## src/rtl/spi_shift_engine.sv

```systemverilog
// spi_shift_engine: SPI bit engine driven by single-cycle SCLK edge strobes.
// Shifts DATA_WIDTH bits out on MOSI, samples MISO, frames the transfer with
// chip-select and an SCLK-enable request, and returns the received word with
// a one-cycle valid pulse.
// Optional build macro: SPI_LSB_FIRST_EN (defined = LSB-first on MOSI and MISO;
// undefined = MSB-first). Timing, states and counts are the same in both builds.
`timescale 1ns/1ps

module spi_shift_engine #(
  parameter int DATA_WIDTH = 8,  // bits per transfer, >= 2
  parameter int CPHA       = 0   // 0: sample rising/shift falling, 1: shift rising/sample falling
) (
  input  logic                  i_clk,
  input  logic                  i_rst_n,
  input  logic                  i_rising_edge,
  input  logic                  i_falling_edge,
  input  logic                  i_start,
  input  logic [DATA_WIDTH-1:0] i_tx_data,
  input  logic                  i_miso,
  output logic                  o_mosi,
  output logic                  o_cs_n,
  output logic                  o_sclk_en,
  output logic                  o_busy,
  output logic [DATA_WIDTH-1:0] o_rx_data,
  output logic                  o_rx_valid
);

  localparam int CNT_W = $clog2(DATA_WIDTH + 1);
  localparam logic [CNT_W-1:0] CNT_FULL = CNT_W'(DATA_WIDTH);
  localparam logic [CNT_W-1:0] CNT_LAST = CNT_W'(DATA_WIDTH - 1);

  localparam logic [1:0] ST_IDLE  = 2'd0;
  localparam logic [1:0] ST_SETUP = 2'd1;
  localparam logic [1:0] ST_XFER  = 2'd2;
  localparam logic [1:0] ST_DONE  = 2'd3;

  logic [1:0]            state_q,   state_d;
  logic [DATA_WIDTH-1:0] tx_q,      tx_d;
  logic [DATA_WIDTH-1:0] rx_q,      rx_d;
  logic [CNT_W-1:0]      cnt_q,     cnt_d;
  logic                  first_q,   first_d;    // CPHA=1: first rising edge not yet seen
  logic                  mosi_q,    mosi_d;
  logic                  cs_n_q,    cs_n_d;
  logic                  sclk_en_q, sclk_en_d;
  logic                  busy_q,    busy_d;
  logic [DATA_WIDTH-1:0] rx_data_q, rx_data_d;
  logic                  rx_valid_q, rx_valid_d;

  // Bit-order dependent views of the shift registers.
  logic                  tx_first_bit;
  logic                  tx_next_bit;
  logic [DATA_WIDTH-1:0] tx_shifted;
  logic [DATA_WIDTH-1:0] rx_shifted;

`ifdef SPI_LSB_FIRST_EN
  // LSB-first: TX shifts right, RX fills from the MSB side downward.
  assign tx_first_bit = tx_q[0];
  assign tx_next_bit  = tx_q[1];
  assign tx_shifted   = {1'b0, tx_q[DATA_WIDTH-1:1]};
  assign rx_shifted   = {i_miso, rx_q[DATA_WIDTH-1:1]};
`else
  // MSB-first: TX shifts left, RX fills from the LSB side upward.
  assign tx_first_bit = tx_q[DATA_WIDTH-1];
  assign tx_next_bit  = tx_q[DATA_WIDTH-2];
  assign tx_shifted   = {tx_q[DATA_WIDTH-2:0], 1'b0};
  assign rx_shifted   = {rx_q[DATA_WIDTH-2:0], i_miso};
`endif

  // Next-state logic: FSM sequencing, shifting and output framing.
  always_comb begin
    logic finish;
    // NOTE: every variable gets a default first so no path leaves it unassigned (no latches).
    state_d    = state_q;
    tx_d       = tx_q;
    rx_d       = rx_q;
    cnt_d      = cnt_q;
    first_d    = first_q;
    mosi_d     = mosi_q;
    cs_n_d     = cs_n_q;
    sclk_en_d  = sclk_en_q;
    busy_d     = busy_q;
    rx_data_d  = rx_data_q;
    rx_valid_d = 1'b0;
    finish     = 1'b0;

    case (state_q)
      ST_IDLE: begin
        // Edge strobes are ignored here; only a start request matters.
        if (i_start) begin
          state_d = ST_SETUP;
          tx_d    = i_tx_data;
          rx_d    = '0;
          cnt_d   = '0;
          first_d = 1'b1;
          busy_d  = 1'b1;
          cs_n_d  = 1'b0;
        end
      end

      ST_SETUP: begin
        state_d   = ST_XFER;
        mosi_d    = tx_first_bit;
        cnt_d     = '0;
        sclk_en_d = 1'b1;
      end

      ST_XFER: begin
        // A rising strobe wins over a simultaneous falling strobe.
        if (CPHA == 0) begin
          if (i_rising_edge) begin
            rx_d  = rx_shifted;
            cnt_d = cnt_q + 1'b1;
          end else if (i_falling_edge) begin
            if (cnt_q == CNT_FULL) begin
              finish = 1'b1;
            end else begin
              tx_d   = tx_shifted;
              mosi_d = tx_next_bit;
            end
          end
        end else begin
          if (i_rising_edge) begin
            if (first_q) begin
              first_d = 1'b0;  // MSB/LSB already on the line from SETUP
            end else begin
              tx_d   = tx_shifted;
              mosi_d = tx_next_bit;
            end
          end else if (i_falling_edge) begin
            rx_d  = rx_shifted;
            cnt_d = cnt_q + 1'b1;
            if (cnt_q == CNT_LAST) begin
              finish = 1'b1;
            end
          end
        end

        // Completing edge: outputs for the DONE cycle are registered now so
        // the valid pulse and deasserted chip-select appear one cycle later.
        if (finish) begin
          state_d    = ST_DONE;
          rx_data_d  = rx_d;
          rx_valid_d = 1'b1;
          sclk_en_d  = 1'b0;
          cs_n_d     = 1'b1;
          mosi_d     = 1'b0;
        end
      end

      ST_DONE: begin
        // Start requests here are dropped; the next one is taken in IDLE.
        state_d = ST_IDLE;
        busy_d  = 1'b0;
      end

      default: begin
        state_d = ST_IDLE;
      end
    endcase
  end

  // State and output registers, asynchronously cleared.
  always_ff @(posedge i_clk or negedge i_rst_n) begin
    if (!i_rst_n) begin
      state_q    <= ST_IDLE;
      tx_q       <= '0;
      rx_q       <= '0;
      cnt_q      <= '0;
      first_q    <= 1'b0;
      mosi_q     <= 1'b0;
      cs_n_q     <= 1'b1;
      sclk_en_q  <= 1'b0;
      busy_q     <= 1'b0;
      rx_data_q  <= '0;
      rx_valid_q <= 1'b0;
    end else begin
      // NOTE: non-blocking assignments so every register samples pre-edge values.
      state_q    <= state_d;
      tx_q       <= tx_d;
      rx_q       <= rx_d;
      cnt_q      <= cnt_d;
      first_q    <= first_d;
      mosi_q     <= mosi_d;
      cs_n_q     <= cs_n_d;
      sclk_en_q  <= sclk_en_d;
      busy_q     <= busy_d;
      rx_data_q  <= rx_data_d;
      rx_valid_q <= rx_valid_d;
    end
  end

  assign o_mosi     = mosi_q;
  assign o_cs_n     = cs_n_q;
  assign o_sclk_en  = sclk_en_q;
  assign o_busy     = busy_q;
  assign o_rx_data  = rx_data_q;
  assign o_rx_valid = rx_valid_q;

endmodule
```

## config.mk

```make
export PLATFORM = sky130hd
export DESIGN_NAME = spi_shift_engine
export DESIGN_NICKNAME = d
export VERILOG_FILES = /design/src/rtl/spi_shift_engine.sv
export SDC_FILE = /design/constraint.sdc
export NUM_CORES = 1
export LEC_CHECK = 0
export ABC_AREA = 1
export CORE_MARGIN = 4
export CORE_UTILIZATION = 55
export DETAILED_ROUTE_END_ITERATION = 6
export GPL_ROUTABILITY_DRIVEN = 0
export PLACE_DENSITY = 0.8
export SETUP_SLACK_MARGIN = 0.2
export SKIP_LAST_GASP = 1
export SLEW_MARGIN = 10
export SYNTH_ARGS = -nofsm -noshare
export SYNTH_HDL_FRONTEND = slang
export SYNTH_SLANG_ARGS = --single-unit
```

## constraint.sdc

```tcl
create_clock -name i_clk -period 4.17 [get_ports i_clk]
set_clock_uncertainty 0.1 [all_clocks]
set_input_delay 0.6255 -clock i_clk [delete_from_list [all_inputs] [get_ports i_clk]]
set_output_delay 0.6255 -clock i_clk [all_outputs]
set_load 0.05 [all_outputs]
```

==> results.sh <==
export IMPL_pwr_share_clk_pct=14.6
export IMPL_hold_viol=0
export IMPL_synthToLayoutAreaGrowth_pct=17.68
export IMPL_initial_core_util_pct=58.60
export IMPL_regArea_um2=877.1
export IMPL_leakage_uw=0.001071
export IMPL_layout_common_cells="nand2_1, dfrtp_1, o21ai_0, clkdlybuf4s50_1, inv_1"
export IMPL_switching_share_pct=45.00
export IMPL_die_y_um=65.73
export IMPL_antenna_found_initial=0
export IMPL_status="finished, final reports clean"
export IMPL_power_density_mw_per_mm2=581.3
export IMPL_fin_util_pct=68.96
export IMPL_drtPass1Iterations=4
export IMPL_die_area_mm2=0.004320
export IMPL_vias_per_cell=5.070
export IMPL_finalPower_uw=1254
export IMPL_setup_viol=0
export IMPL_grt_pass1_vias=1378
export IMPL_vias=1516
export IMPL_tritoncts_num_buffers=5
export IMPL_dieWidth_um=65.73
export IMPL_grt_max_degree=24
export IMPL_cts_resized=0
export IMPL_worst_setup_path_end_kind="flop"
export IMPL_p_sw_uw=564.2
export IMPL_cp_data_required_time_ns=4.31
export IMPL_port_buffers=26
export IMPL_post_cts_setup_buffers=0
export IMPL_finalCriticalPeriod_ns=2.582
export IMPL_cts_reportedPaths_clkPinSlew_ns=0.11
export IMPL_tns_ns=0
export IMPL_cp_max_fo=22
export IMPL_irDropWorstVdd_v=0.0003438
export IMPL_synthCells=228
export IMPL_cts_tree="done"
export IMPL_combPwrFrac_pct=45.7
export IMPL_finalInstanceArea_mm2=0.002157
export IMPL_detail_route_iter0_violations=81
export IMPL_fin_crit_sh_pct=61.92
export IMPL_p_int_uw=689.7
export IMPL_synth_warnings=0
export IMPL_use_met2_pct=28.66
export IMPL_diodes=0
export IMPL_worstSetupStartpointType="flop"
export IMPL_grt_setup_unrepaired="no"
export IMPL_worstPathArrival_ns=2.72
export IMPL_cts_num_sinks=35
export IMPL_grt_use_met3_pct=5.128
export IMPL_ioPinCount=27
export IMPL_fin_nets=275
export IMPL_setup_ws_ns=1.588
export IMPL_synth_seq_area_share_pct=47.85
export IMPL_holdBufCountCts=0
export IMPL_clockRootBuffer="clkbuf_4"
export IMPL_pwr_share_seq_pct=39.8
export IMPL_criticalPathCategory="reg -> reg"
export IMPL_cp_startpoint="state_q[0]"
export IMPL_clkLatencyLatePin_ns=0.35
export IMPL_place_area_mm2=0.002103
export IMPL_grt_pass1_wl_mm=6.113
export IMPL_place_ws_ns=1.624
export IMPL_avgSynthCellArea_um2=8.040
export IMPL_fmax_mhz=387.3
export IMPL_remaining_drc_errors=0
export IMPL_gr_total_overflow=0
export IMPL_r2r_start="state_q[0]"
export IMPL_track_usage_pct=18.91
export IMPL_core_area_mm2=0.003128
export IMPL_syn_nets=249
export IMPL_multi_input_area_um2=820.8
export IMPL_routedWlPerCell_um=12.04
export IMPL_synthDistinctLibCells=26
export IMPL_worst_pin_slew_ns=0.9633
export IMPL_cap_violations=0
export IMPL_nFillCells=265
export IMPL_grtUsageMet1_pct=25.44
export IMPL_layout_commonest_cell="nand2_1"
export IMPL_hold_start="o_cs_n"
export IMPL_slew_viol_final=0
export IMPL_netlist_area_mm2=0.001833
export IMPL_min_path_type="reg -> reg"
export IMPL_synth_seq_cells=35
export IMPL_layout_drive_gt1_share_pct=7.843
export IMPL_grt_busiest_layer="met2"
export IMPL_htree_levels=2
export IMPL_std_cell_rows=20
export IMPL_hpwl_mm=2.614
export IMPL_antenna_left=0
export IMPL_clock_path_buffers=2
export IMPL_routed_wl_mm=3.601
export IMPL_relSlewSlack_pct=35.58
## per-stage QoR
stage               hold WS, ns  std cells
global placement         0.3482        291
detailed placement       0.3589        291
CTS                      0.3758        299
finish                   0.3705        299
global route             0.3817        299
floorplan                0.2299        228
## registers in the layout (all words and copies together), names as in the netlist
| signal | cells |
|---|---|
| cnt_q | 4 |
| o_busy | 1 |
| o_cs_n | 1 |
| o_mosi | 1 |
| o_rx_data | 8 |
| o_rx_valid | 1 |
| o_sclk_en | 1 |
| rx_q | 8 |
| state_q | 2 |
| tx_q | 8 |
## cell type report
| type | instances | area share (%) |
|---|---|---|
| clock buffers | 6 | 1.914 |
| clock inverters | 2 | 0.5800 |
| inverters | 22 | 3.828 |
| multi-input cells | 163 | 38.05 |
| flip-flops and latches | 35 | 40.66 |
| well taps | 44 | 2.552 |
| repair buffers | 27 | 12.41 |
## critical path: stages (launching register included)
cell and delay, ns:
dfrtp_1 0.43, inv_1 0.12, ha_1 0.61, inv_2 0.37, o21ai_4 0.47, nand3_2 0.22
nand2_1 0.10, nand2_1 0.06
## path summary, 6_finish.rpt
| check | endpoint | slack, ns | cells past startpoint |
|---|---|---|---|
| min reg2reg | o_cs_n | 0.37 | 2 |
| min in group asynchronous | rx_q[0] | 0.70 | 1 |
| min | o_cs_n | 0.37 | 2 |
| max | tx_q[6] | 1.59 | 7 |
| max in group asynchronous | rx_q[4] | 2.52 | 2 |
| max reg2reg | tx_q[6] | 1.59 | 7 |
## Yosys cell counts
master / count / area share [%]
inv_2: 1 / 0.20
nand3_2: 1 / 0.55
a21oi_1: 1 / 0.27
nor2_1: 2 / 0.41
nor2_2: 1 / 0.34
o21ai_4: 2 / 1.8
a21boi_0: 1 / 0.41
o21ai_0: 27 / 7.4
nand2_1: 94 / 19
dfrtp_1: 34 / 46
nand4_1: 9 / 3.1
nand3_1: 9 / 2.5
xor2_1: 1 / 0.48
dfstp_2: 1 / 1.4
buf_6: 1 / 0.61
inv_1: 21 / 4.3
clkbuf_1: 1 / 0.20
nand2_2: 1 / 0.34
ha_1: 7 / 4.8
buf_2: 3 / 0.82
nor2_4: 3 / 1.8
or2_2: 1 / 0.34
o21ai_1: 1 / 0.27
buf_4: 3 / 1.2
o22ai_1: 1 / 0.34
a21oi_2: 1 / 0.48
## per-layer routing
metal / up-vias / share of wire [%] / wire length (um)
met5: - / 0 / 0
met4: 0 / 1.7 / 63
met3: 9 / 4.2 / 153
met2: 28 / 46 / 1671
met1: 701 / 48 / 1713
li1: 778 / - / -
## cell families (layout without fill, tap and decap cells)
kind of cell | Yosys count | count (layout) | share of synthesized area [%]
compound gates | 34 | 34 | 10.92
xor+xnor | 1 | 1 | 0.4779
fa+ha+maj | 7 | 7 | 4.778
buf+inv | 30 | 57 | 7.371
flops | 35 | 35 | 47.85
simple gates | 121 | 121 | 28.60
## power groups by stage
stage / clock network, uW / registers (uW) / logic, uW
CTS: 190 / 497 / 576
finish: 183 / 499 / 573
floorplan: 0 / 525 / 434
global route: 207 / 508 / 657
detailed placement: 0 / 504 / 570
global placement: 0 / 502 / 558
Power figures use the tool's default switching activity.
